$ cat config.mk
export PLATFORM = sky130hd
export DESIGN_NAME = inst_queue_flat
export DESIGN_NICKNAME = d
export VERILOG_FILES = /design/src/rtl/inst_queue_pkg.sv /design/src/rtl/inst_queue_if.sv /design/src/rtl/inst_queue_fifo_ctrl.sv /design/src/rtl/inst_queue.sv /design/src/flat_wrapper.sv
export SDC_FILE = /design/constraint.sdc
export NUM_CORES = 1
export LEC_CHECK = 0
export CORE_AREA = 2 2 207 209
export CTS_CLUSTER_SIZE = 24
export DETAILED_ROUTE_END_ITERATION = 10
export DIE_AREA = 0 0 209 211
export PLACE_DENSITY = 0.75
export SYNTH_ARGS = -nofsm -noshare
export SYNTH_HDL_FRONTEND = slang
export SYNTH_SLANG_ARGS = --single-unit
export TNS_END_PERCENT = 30
$ cat constraint.sdc
create_clock -name clk -period 8.85 [get_ports clk]
set_input_delay 0.885 -clock clk [delete_from_list [all_inputs] [get_ports clk]]
set_output_delay 0.885 -clock clk [all_outputs]
set_load 0.02 [all_outputs]
$ cat src/rtl/inst_queue_pkg.sv
// Shared widths and entry layout for the IF->ID instruction queue.
// Entry packing, MSB to LSB: {pht_index, branch_taken, inst, pc}.
package inst_queue_pkg;

    localparam int unsigned ADDR_W = 32;
    localparam int unsigned INST_W = 32;
    localparam int unsigned GHR_W  = 8;

    typedef struct packed {
        logic [GHR_W-1:0]  pht_index;
        logic              branch_taken;
        logic [INST_W-1:0] inst;
        logic [ADDR_W-1:0] pc;
    } iq_entry_t;

endpackage

$ cat src/rtl/inst_queue_if.sv
// Fetch-side and decode-side handshake bundle of the instruction queue.
// The queue uses the slave view; the surrounding pipeline drives the master view.
interface inst_queue_if;
    import inst_queue_pkg::*;

    logic              if_valid;
    logic              if_ready;
    logic              if_almost_full;
    logic [ADDR_W-1:0] if_pc;
    logic [INST_W-1:0] if_inst;
    logic              if_branch_taken;
    logic [GHR_W-1:0]  if_pht_index;

    logic              id_valid;
    logic              id_ready;
    logic [ADDR_W-1:0] id_pc;
    logic [INST_W-1:0] id_inst;
    logic              id_branch_taken;
    logic [GHR_W-1:0]  id_pht_index;

    modport slave (
        input  if_valid, if_pc, if_inst, if_branch_taken, if_pht_index, id_ready,
        output if_ready, if_almost_full,
        output id_valid, id_pc, id_inst, id_branch_taken, id_pht_index
    );

    modport master (
        output if_valid, if_pc, if_inst, if_branch_taken, if_pht_index, id_ready,
        input  if_ready, if_almost_full,
        input  id_valid, id_pc, id_inst, id_branch_taken, id_pht_index
    );

endinterface

$ cat src/rtl/inst_queue_fifo_ctrl.sv
// Pointer/count bookkeeping for a DEPTH-entry FIFO with flush; no data path.
// Ready depends on state only, so there is no combinational path from the read side.
module inst_queue_fifo_ctrl #(
    parameter int unsigned DEPTH     = 8,
    parameter int unsigned AFULL_LVL = 6
) (
    input  logic                     clk_i,
    input  logic                     rst_i,
    input  logic                     flush_i,
    input  logic                     wr_valid_i,
    input  logic                     rd_ready_i,
    output logic                     wr_ready_o,
    output logic                     almost_full_o,
    output logic                     rd_valid_o,
    output logic                     push_o,
    output logic [$clog2(DEPTH)-1:0] rd_ptr_o,
    output logic [$clog2(DEPTH)-1:0] wr_ptr_o
);

    localparam int unsigned PtrW = $clog2(DEPTH);
    localparam logic [PtrW-1:0] PtrOne = PtrW'(1);
    localparam logic [PtrW:0] CntOne = (PtrW + 1)'(1);
    localparam logic [PtrW:0] CntFull = (PtrW + 1)'(DEPTH);
    localparam logic [PtrW:0] CntAfull = (PtrW + 1)'(AFULL_LVL);

    logic [PtrW-1:0] rd_ptr_q, rd_ptr_d, wr_ptr_q, wr_ptr_d;
    logic [PtrW:0]   count_q, count_d;
    logic            full, empty, push, pop;

    assign full  = (count_q == CntFull);
    assign empty = (count_q == '0);
    assign push  = wr_valid_i & ~full & ~flush_i;
    assign pop   = ~empty & rd_ready_i & ~flush_i;

    always_comb begin
        rd_ptr_d = rd_ptr_q;
        wr_ptr_d = wr_ptr_q;
        count_d  = count_q;
        if (flush_i) begin
            rd_ptr_d = '0;
            wr_ptr_d = '0;
            count_d  = '0;
        end else begin
            if (push) wr_ptr_d = wr_ptr_q + PtrOne;
            if (pop)  rd_ptr_d = rd_ptr_q + PtrOne;
            if (push && !pop) count_d = count_q + CntOne;
            if (pop && !push) count_d = count_q - CntOne;
        end
    end

    always_ff @(posedge clk_i) begin
        if (rst_i) begin
            rd_ptr_q <= '0;
            wr_ptr_q <= '0;
            count_q  <= '0;
        end else begin
            rd_ptr_q <= rd_ptr_d;
            wr_ptr_q <= wr_ptr_d;
            count_q  <= count_d;
        end
    end

    assign wr_ready_o    = ~full;
    assign almost_full_o = (count_q >= CntAfull);
    assign rd_valid_o    = ~empty;
    assign push_o        = push;
    assign rd_ptr_o      = rd_ptr_q;
    assign wr_ptr_o      = wr_ptr_q;

endmodule

$ cat src/rtl/inst_queue.sv
// Decoupling FIFO between IF and ID: fetched inst + PC + prediction metadata.
// Head is presented combinationally and forced to zero (nop) whenever the queue is empty.
module inst_queue
    import inst_queue_pkg::*;
#(
    parameter int unsigned DEPTH     = 8,
    parameter int unsigned AFULL_LVL = 6
) (
    input logic         clk,
    input logic         rst,
    input logic         flush,
    inst_queue_if.slave bus
);

    localparam int unsigned PtrW = $clog2(DEPTH);

    logic            push, rd_valid;
    logic [PtrW-1:0] rd_ptr, wr_ptr;
    iq_entry_t       mem_q [DEPTH];
    iq_entry_t       mem_d [DEPTH];
    iq_entry_t       wr_entry, head;

    inst_queue_fifo_ctrl #(
        .DEPTH    (DEPTH),
        .AFULL_LVL(AFULL_LVL)
    ) u_ctrl (
        .clk_i        (clk),
        .rst_i        (rst),
        .flush_i      (flush),
        .wr_valid_i   (bus.if_valid),
        .rd_ready_i   (bus.id_ready),
        .wr_ready_o   (bus.if_ready),
        .almost_full_o(bus.if_almost_full),
        .rd_valid_o   (rd_valid),
        .push_o       (push),
        .rd_ptr_o     (rd_ptr),
        .wr_ptr_o     (wr_ptr)
    );

    always_comb begin
        wr_entry.pht_index    = bus.if_pht_index;
        wr_entry.branch_taken = bus.if_branch_taken;
        wr_entry.inst         = bus.if_inst;
        wr_entry.pc           = bus.if_pc;
        mem_d = mem_q;
        if (push) mem_d[wr_ptr] = wr_entry;
    end

    // Storage carries no reset; stale contents never reach the outputs.
    always_ff @(posedge clk) begin
        mem_q <= mem_d;
    end

    always_comb begin
        head = '0;
        if (rd_valid) head = mem_q[rd_ptr];
    end

    assign bus.id_valid        = rd_valid;
    assign bus.id_pc           = head.pc;
    assign bus.id_inst         = head.inst;
    assign bus.id_branch_taken = head.branch_taken;
    assign bus.id_pht_index    = head.pht_index;

endmodule
$ cat src/flat_wrapper.sv
// flat-port wrapper written by rule: the top's interface ports become plain ports
module inst_queue_flat import inst_queue_pkg::*;
#(
    parameter int unsigned DEPTH     = 8,
    parameter int unsigned AFULL_LVL = 6
)
  (clk, rst, flush, bus_if_valid, bus_if_pc, bus_if_inst, bus_if_branch_taken, bus_if_pht_index, bus_id_ready, bus_if_ready, bus_if_almost_full, bus_id_valid, bus_id_pc, bus_id_inst, bus_id_branch_taken, bus_id_pht_index);
  inst_queue_if bus_i ();
  input logic clk;
  input logic rst;
  input logic flush;
  input wire logic [$bits(bus_i.if_valid)-1:0] bus_if_valid;
  input wire logic [$bits(bus_i.if_pc)-1:0] bus_if_pc;
  input wire logic [$bits(bus_i.if_inst)-1:0] bus_if_inst;
  input wire logic [$bits(bus_i.if_branch_taken)-1:0] bus_if_branch_taken;
  input wire logic [$bits(bus_i.if_pht_index)-1:0] bus_if_pht_index;
  input wire logic [$bits(bus_i.id_ready)-1:0] bus_id_ready;
  output wire logic [$bits(bus_i.if_ready)-1:0] bus_if_ready;
  output wire logic [$bits(bus_i.if_almost_full)-1:0] bus_if_almost_full;
  output wire logic [$bits(bus_i.id_valid)-1:0] bus_id_valid;
  output wire logic [$bits(bus_i.id_pc)-1:0] bus_id_pc;
  output wire logic [$bits(bus_i.id_inst)-1:0] bus_id_inst;
  output wire logic [$bits(bus_i.id_branch_taken)-1:0] bus_id_branch_taken;
  output wire logic [$bits(bus_i.id_pht_index)-1:0] bus_id_pht_index;
  assign bus_i.if_valid = bus_if_valid;
  assign bus_i.if_pc = bus_if_pc;
  assign bus_i.if_inst = bus_if_inst;
  assign bus_i.if_branch_taken = bus_if_branch_taken;
  assign bus_i.if_pht_index = bus_if_pht_index;
  assign bus_i.id_ready = bus_id_ready;
  assign bus_if_ready = bus_i.if_ready;
  assign bus_if_almost_full = bus_i.if_almost_full;
  assign bus_id_valid = bus_i.id_valid;
  assign bus_id_pc = bus_i.id_pc;
  assign bus_id_inst = bus_i.id_inst;
  assign bus_id_branch_taken = bus_i.id_branch_taken;
  assign bus_id_pht_index = bus_i.id_pht_index;
  inst_queue #(.DEPTH(DEPTH), .AFULL_LVL(AFULL_LVL)) u_core (.clk(clk), .rst(rst), .flush(flush), .bus(bus_i));
endmodule
==> results of run 1 <==
==> final timing paths <==
path	depth (start not counted)	slack, ns	to	from
max	5	3.85	bus_id_inst[25]	u_core.u_ctrl.rd_ptr_o[0]$_SDFFE_PP0P_
min	2	0.53	u_core.u_ctrl.count_q[3]$_SDFFE_PP0P_	u_core.u_ctrl.count_q[3]$_SDFFE_PP0P_
max reg2reg	12	5.56	u_core.u_ctrl.count_q[2]$_SDFFE_PP0P_	u_core.u_ctrl.count_q[0]$_SDFFE_PP0P_
min reg2reg	2	0.53	u_core.u_ctrl.count_q[3]$_SDFFE_PP0P_	u_core.u_ctrl.count_q[3]$_SDFFE_PP0P_
==> Yosys cell counts <==
master	count	area share [%]
sky130_fd_sc_hd__a22oi_1	1	0.033
sky130_fd_sc_hd__buf_6	17	0.84
sky130_fd_sc_hd__or4_1	1	0.033
sky130_fd_sc_hd__nor4_1	1	0.027
sky130_fd_sc_hd__o21ai_0	2	0.044
sky130_fd_sc_hd__mux4_2	146	14
sky130_fd_sc_hd__or3_1	1	0.027
sky130_fd_sc_hd__nand4b_1	1	0.038
sky130_fd_sc_hd__nand3_1	5	0.11
sky130_fd_sc_hd__a21oi_1	5	0.11
sky130_fd_sc_hd__or4b_4	1	0.060
sky130_fd_sc_hd__mux2i_1	74	3.2
sky130_fd_sc_hd__a21o_1	1	0.033
sky130_fd_sc_hd__or2_2	1	0.027
sky130_fd_sc_hd__nor3_1	2	0.044
sky130_fd_sc_hd__or2_1	1	0.027
sky130_fd_sc_hd__buf_1	5	0.082
sky130_fd_sc_hd__nor4bb_1	1	0.044
sky130_fd_sc_hd__nand2_1	5	0.082
sky130_fd_sc_hd__inv_2	1	0.016
sky130_fd_sc_hd__xor2_1	7	0.27
sky130_fd_sc_hd__nor3b_1	1	0.033
sky130_fd_sc_hd__nor2_1	87	1.4
sky130_fd_sc_hd__buf_2	25	0.55
sky130_fd_sc_hd__edfxtp_1	584	77
sky130_fd_sc_hd__nand2_2	1	0.027
sky130_fd_sc_hd__dfxtp_1	10	0.88
sky130_fd_sc_hd__clkbuf_1	6	0.099
sky130_fd_sc_hd__ha_1	5	0.27
sky130_fd_sc_hd__nand2b_1	4	0.11
sky130_fd_sc_hd__or3_4	1	0.049
==> worst min-delay path, cell delays in order, from the launching register on <==
cell,delay (ns)
sky130_fd_sc_hd__dfxtp_1,0.35
sky130_fd_sc_hd__nand3_1,0.08
sky130_fd_sc_hd__a21oi_1,0.06
==> routing by layer <==
layer | track usage [%] | vias up | share of wire [%]
li1 | - | 4506 | -
met1 | 29.2 | 5505 | 43
met2 | 33.6 | 304 | 49
met3 | 4.34 | 60 | 6.3
met4 | 5.67 | 4 | 1.7
met5 | 0 | - | 0.061
==> sequential cells by signal, summed over array words and instances, names as in the netlist <==
signal and cells:
u_core.u_ctrl.wr_ptr_o 3, u_core.u_ctrl.rd_ptr_o 3, u_core.mem_q 584, u_core.u_ctrl.count_q 4
==> stage by stage <==
step	total power [mW]	area, um^2	utilization, %	hold slack, ns	setup slack, ns
2_1_floorplan	3.26	22800	-	0.473	2.01
3_3_place_gp	3.36	24800	59.5	0.507	4.42
3_5_place_dp	3.36	24800	59.5	0.521	4.38
4_1_cts	5.77	26700	63.9	0.530	3.74
5_1_grt	5.89	26700	63.9	0.571	3.50
6_report	5.72	26700	64.0	0.530	3.85
==> cells in the final DEF (no fill, tap or decap), drive strengths merged, types with 2 or more instances in the layout <==
cell	n
edfxtp	584
clkdlybuf4s50	153
mux4	146
nor2	87
mux2i	74
clkbuf	67
clkinv	18
buf	17
dfxtp	10
bufinv	9
xor2	7
nand2	6
nand3	5
a21oi	5
ha	5
clkinvlp	5
nand2b	4
diode	3
nor3	2
o21ai	2
or3	2
or2	2
==> kinds of logic after synthesis <==
logic type,Yosys count,synth area share (%)
fa+ha+maj,5,0.274
xor+xnor,7,0.269
compound gates,9,0.220
simple gates,114,2.17
buf+inv,54,1.59
mux,220,17.7
flops,594,77.8
==> power by group through the flow <==
stage | clock (mW) | combinational [mW] | sequential [mW]
2_1_floorplan | 0 | 0.0789 | 3.18
3_3_place_gp | 0 | 0.179 | 3.18
3_5_place_dp | 0 | 0.185 | 3.18
4_1_cts | 2.46 | 0.186 | 3.12
5_1_grt | 2.57 | 0.199 | 3.12
6_report | 2.42 | 0.183 | 3.12
==> area by class of cell <==
type	instances	share of cell area [%]
antenna	3	0.0281
clock buffer	67	5.48
clock inverter	32	1.47
inverter	1	0.0141
multi-input combinational	355	17.8
sequential	594	66.5
tap	539	2.53
timing repair buffer	170	6.21
==> flow_summary.toml, run 1 <==
[timing]
final-hold-violation-count = 0
worst_slew_pin_slew_ns = 1.07
max_slew_margin_pct = 28.2
max_freq_ghz = 0.200
setup-tns-final_ns = 0
maxSlewViolCount = 0
grt_setup_unrepaired = "false"
setup_viols_final = 0
layout_worst_path_cycle_share_pct = 56.5
final_period_minus_worst_setup_slack_ns = 5.00
fin_worst_skew_ns = 0.0202

[setup_path]
cp_max_stage_delay_ns = 1.01
crit_path_max_fanout = 50
timing.critical_path.cells = "buf_4, mux4_2, mux2i_1, nor2_1, clkdlybuf4s50_1"
crit_buf_inv = 2
worst_path_max_delay_cell = "sky130_fd_sc_hd__dfxtp_4"
worstSetupEndpointType = "primary output"
cp.arrival_ns = 4.12
startpoint_type = "register"
cp.required_ns = 7.97
critPathTopFamily = "buffers and inverters"
setup.worst_path.class = "reg -> out"

[power]
switching_share_pct = 19.0
p_int_mw = 4.63
power.share.sequential_pct = 54.6
total_leakage_power_nw = 8.04
clkPwrFrac_pct = 42.2
p_per_area_nw_per_um2 = 214
total_switching_power_mw = 1.09
peakVddDrop_uv = 166
power_frac_comb_pct = 3.2

[place]
dpl.cell_count = 1659
detailed_place_hpwl_um = 22300
gp_routability_congestion = 0.720
number_of_buffer_cells_added_on_primary_ports = 153

[cells_and_area]
finish.net_count = 1261
drive_above_1_share_pct = 21.4
seqCellArea_um2 = 17700
num-fill-cells = 2752
synthToLayoutAreaGrowth_pct = 17.2
multi_input_area_um2 = 4760
stdcell_count = 1761

[die]
die_area_um2 = 44100
ios = 154
fp.dieH_um = 211
std_cell_rows = 75
area_of_the_core_um2 = 41800
chipWidth_um = 209
initial_utilization_pct = 54.6

[global_routing]
grt_start_max_net_pins = 67
grt_antenna_before_repair = 5
grt_first_pass_wirelength_um = 67200
grt-ovfl-total = 0
grt_pass1_vias = 10914
track_usage_pct = 20.8

[yosys]
synth-warning-count = 0
syn_area_um2 = 22800
ys_seq_elements = 594
synth_sequential_area_ratio_pct = 77.8
synthesis.nets = 1086
synthCells = 1003
post_synth_num_cell_types = 31
postSynthAreaPerCell_um2 = 22.7

[clock_tree]
cts-resized-gates = 0
cts-root-to-sink-buffers = 3
clock-root-buffer = "sky130_fd_sc_hd__clkbuf_16"
cts_hold_buf = 0
clk-insertion-delay-late_ns = 0.60
htreeDepth = 2
numClockSinks = 594
clk_pin_slew_worst_paths_ns = 0.06
tritoncts = "built"
tritoncts.num_buffers = 56
postCtsSetupBuffers = 0

[detailed_routing]
routed_wire_length_per_instance_um = 25.2
via_count_of_the_routed_design = 10379
drt_first_iter_violations = 858
per_cell_via_count_in_the_routed_design = 5.89
drt-pass1-iter-count = 5
drc = 0
postRouteAntennaNets = 0
totalWireLength_um = 44400

[flow_run]
max_cap_viol_count = 0

[run_status]
result_of_the_run = "finished clean"

[min_path]
min_path_type = "reg -> reg"
Note: power is estimated with default switching activity, not from simulation.
==> inputs of run 2 (changes only) <==
--- a/config.mk
+++ b/config.mk
@@ -5,10 +5,10 @@
 export SDC_FILE = /design/constraint.sdc
 export NUM_CORES = 1
 export LEC_CHECK = 0
-export CORE_AREA = 2 2 207 209
+export CORE_AREA = 2 2 211 213
 export CTS_CLUSTER_SIZE = 24
 export DETAILED_ROUTE_END_ITERATION = 10
-export DIE_AREA = 0 0 209 211
+export DIE_AREA = 0 0 213 215
 export PLACE_DENSITY = 0.75
 export SYNTH_ARGS = -nofsm -noshare
 export SYNTH_HDL_FRONTEND = slang
==> constraint.sdc (replaced) <==
create_clock -name clk -period 4.5 [get_ports clk]
set_input_delay 0.45 -clock clk [delete_from_list [all_inputs] [get_ports clk]]
set_output_delay 0.45 -clock clk [all_outputs]
set_load 0.02 [all_outputs]
==> flow_summary.toml, run 2 (synthesis gave the netlist of run 1 again) <==
[run_status]
result_of_the_run = "finished clean"

[global_routing]
grt-ovfl-total = 0
grt_first_pass_wirelength_um = 67900
track_usage_pct = 20.1
grt_antenna_before_repair = 4
grt_pass1_vias = 11136
grt_start_max_net_pins = 54

[power]
clkPwrFrac_pct = 43.4
total_switching_power_mw = 2.19
power.share.sequential_pct = 53.3
p_int_mw = 9.32
switching_share_pct = 19.0
peakVddDrop_uv = 344
power_frac_comb_pct = 3.2
total_leakage_power_nw = 8.22
design_power_mw = 11.5
p_per_area_nw_per_um2 = 423

[clock_tree]
cts-root-to-sink-buffers = 3
clk_pin_slew_worst_paths_ns = 0.06
clock-root-buffer = "sky130_fd_sc_hd__clkbuf_16"
cts_hold_buf = 0
htreeDepth = 2
tritoncts.num_buffers = 57
cts-resized-gates = 0
tritoncts = "built"
clk-insertion-delay-late_ns = 0.60
numClockSinks = 594
postCtsSetupBuffers = 0

[cells_and_area]
diodes = 0
drive_above_1_share_pct = 22.6
num-fill-cells = 2921
largestRegisters = "u_core.mem_q x584, u_core.u_ctrl.count_q x4"
finish.net_count = 1277
mostFrequentLayoutCells = "584 x sky130_fd_sc_hd__edfxtp_1, 153 x sky130_fd_sc_hd__clkdlybuf4s50_1, 146 x sky130_fd_sc_hd__mux4_2, 81 x sky130_fd_sc_hd__nor2_1, 74 x sky130_fd_sc_hd__mux2i_1"
layout_commonest_cell = "sky130_fd_sc_hd__edfxtp_1"
final_core_utilization_pct = 62.3
synthToLayoutAreaGrowth_pct = 19.2
regMostFlops = "u_core.mem_q"
largest_reg_flops = 584

[timing]
maxSlewViolCount = 0
postLayoutSetupSlackWorst_ns = 0.735
setup-tns-final_ns = 0
final.hold.worst_slack_ns = 0.492
max_freq_ghz = 0.266
final-hold-violation-count = 0
fin_worst_skew_ns = 0.0165
worst_slew_pin_slew_ns = 0.940
grt_setup_unrepaired = "false"
final_period_minus_worst_setup_slack_ns = 3.76
layout_worst_path_cycle_share_pct = 83.7
setup_viols_final = 0
max_slew_margin_pct = 37.1

[setup_path]
timing.critical_path.cells = "buf_4, mux4_2, mux2i_1, nor2_1, clkdlybuf4s50_1"
startpoint_type = "register"
cp.arrival_ns = 3.31
crit_path_max_fanout = 37
worstRegToRegCells = 9
reg2reg_to = "u_core.u_ctrl.count_q[3]$_SDFFE_PP0P_"
worstSetupEndpointType = "primary output"
worst_path_max_delay_cell = "sky130_fd_sc_hd__dfxtp_4"
cp.required_ns = 4.05
rrSetupSlack_ns = 1.59
r2r_start = "u_core.u_ctrl.count_q[0]$_SDFFE_PP0P_"
critPathTopFamily = "buffers and inverters"
setup.worst_path.class = "reg -> out"
cp_max_stage_delay_ns = 0.85
crit_buf_inv = 2

[min_path]
hold-path-endpoint = "u_core.u_ctrl.rd_ptr_o[1]$_SDFFE_PP0P_"
whs_path_depth = 3
hold_path_origin = "bus_id_ready"
min_path_type = "in -> reg"

[detailed_routing]
per_cell_via_count_in_the_routed_design = 5.72
postRouteAntennaNets = 0
via_count_of_the_routed_design = 10488
drt-pass1-iter-count = 4
drt_first_iter_violations = 874
totalWireLength_um = 44900
routed_wire_length_per_instance_um = 24.5
drc = 0

[place]
gp_routability_congestion = 0.717
detailed_place_hpwl_um = 25500
place_worst_setup_slack_ns = 1.32
number_of_buffer_cells_added_on_primary_ports = 153

[die]
fp.dieH_um = 215
chipWidth_um = 213
die_area_um2 = 45800
area_of_the_core_um2 = 43600
ios = 154
initial_utilization_pct = 52.2
std_cell_rows = 77

[flow_run]
max_cap_viol_count = 0
run 2: cell count changes in the layout (fill, tap and decap cells not counted):
cell                         delta
sky130_fd_sc_hd__buf_12        +12
sky130_fd_sc_hd__buf_4          +3
sky130_fd_sc_hd__bufinv_16      +2
sky130_fd_sc_hd__clkbuf_1       +2
sky130_fd_sc_hd__clkbuf_16      +2
sky130_fd_sc_hd__clkinv_1       +2
sky130_fd_sc_hd__clkinv_2       +1
sky130_fd_sc_hd__clkinv_4       +2
sky130_fd_sc_hd__clkinvlp_4     -3
sky130_fd_sc_hd__diode_2        -3
sky130_fd_sc_hd__inv_6          +1
sky130_fd_sc_hd__nor3_2         -2
sky130_fd_sc_hd__nor3_4         +2
run 2: through the flow:
| step | std cells | cell area (um^2) |
|---|---|---|
| after global placement | 1727 | 25200 |
| after global routing | 1835 | 27200 |
| final | 1835 | 27200 |
| after CTS | 1835 | 27200 |
| after floorplan | 1003 | 22800 |
| after detailed placement | 1727 | 25200 |
run 2: worst max path at each step:
stage	endpoint	from	depth (start not counted)	slack, ns
after floorplan	u_core.mem_q[292]$_DFFE_PP_	u_core.u_ctrl.count_q[0]$_SDFFE_PP0P_	5	-0.18
after CTS	bus_id_pc[31]	u_core.u_ctrl.rd_ptr_o[0]$_SDFFE_PP0P_	5	0.67
after detailed placement	bus_id_pc[31]	u_core.u_ctrl.rd_ptr_o[0]$_SDFFE_PP0P_	5	1.32
after global routing	bus_id_pc[31]	u_core.u_ctrl.rd_ptr_o[0]$_SDFFE_PP0P_	5	0.46
after global placement	bus_id_pc[31]	u_core.u_ctrl.rd_ptr_o[0]$_SDFFE_PP0P_	5	1.32
final	bus_id_pc[31]	u_core.u_ctrl.rd_ptr_o[0]$_SDFFE_PP0P_	5	0.74
run 2: power by group through the flow:
stage / sequential, mW / clock [mW] / combinational (mW)
floorplan: 6.25 / 0 / 0.155
CTS: 6.14 / 5.10 / 0.377
finish: 6.14 / 5.00 / 0.371
detailed placement: 6.25 / 0 / 0.375
global route: 6.14 / 5.32 / 0.400
global placement: 6.25 / 0 / 0.365
run 2: tightest hold or removal path: cells and delay by family:
family	cells	cell delay, ns
and+or+nand+nor	1	0.10
buffers and inverters	1	0.44
AOI/OAI and AO/OA	1	0.05
run 2: cell type report:
type | instances | area, um^2 | share of cell area (%)
inverter | 1 | 3.75 | 0.0138
clock inverter | 37 | 468 | 1.72
multi-input combinational | 355 | 4770 | 17.6
timing repair buffer | 185 | 1920 | 7.07
tap | 592 | 741 | 2.73
clock buffer | 71 | 1520 | 5.60
sequential | 594 | 17700 | 65.3
run 2: layer usage:
layer | global-route usage, % | vias up | wire length (um)
met5 | 0 | - | 55
met4 | 5.38 | 8 | 834
met3 | 4.33 | 69 | 2810
met2 | 34.0 | 337 | 23200
met1 | 26.8 | 5529 | 18000
li1 | - | 4545 | -
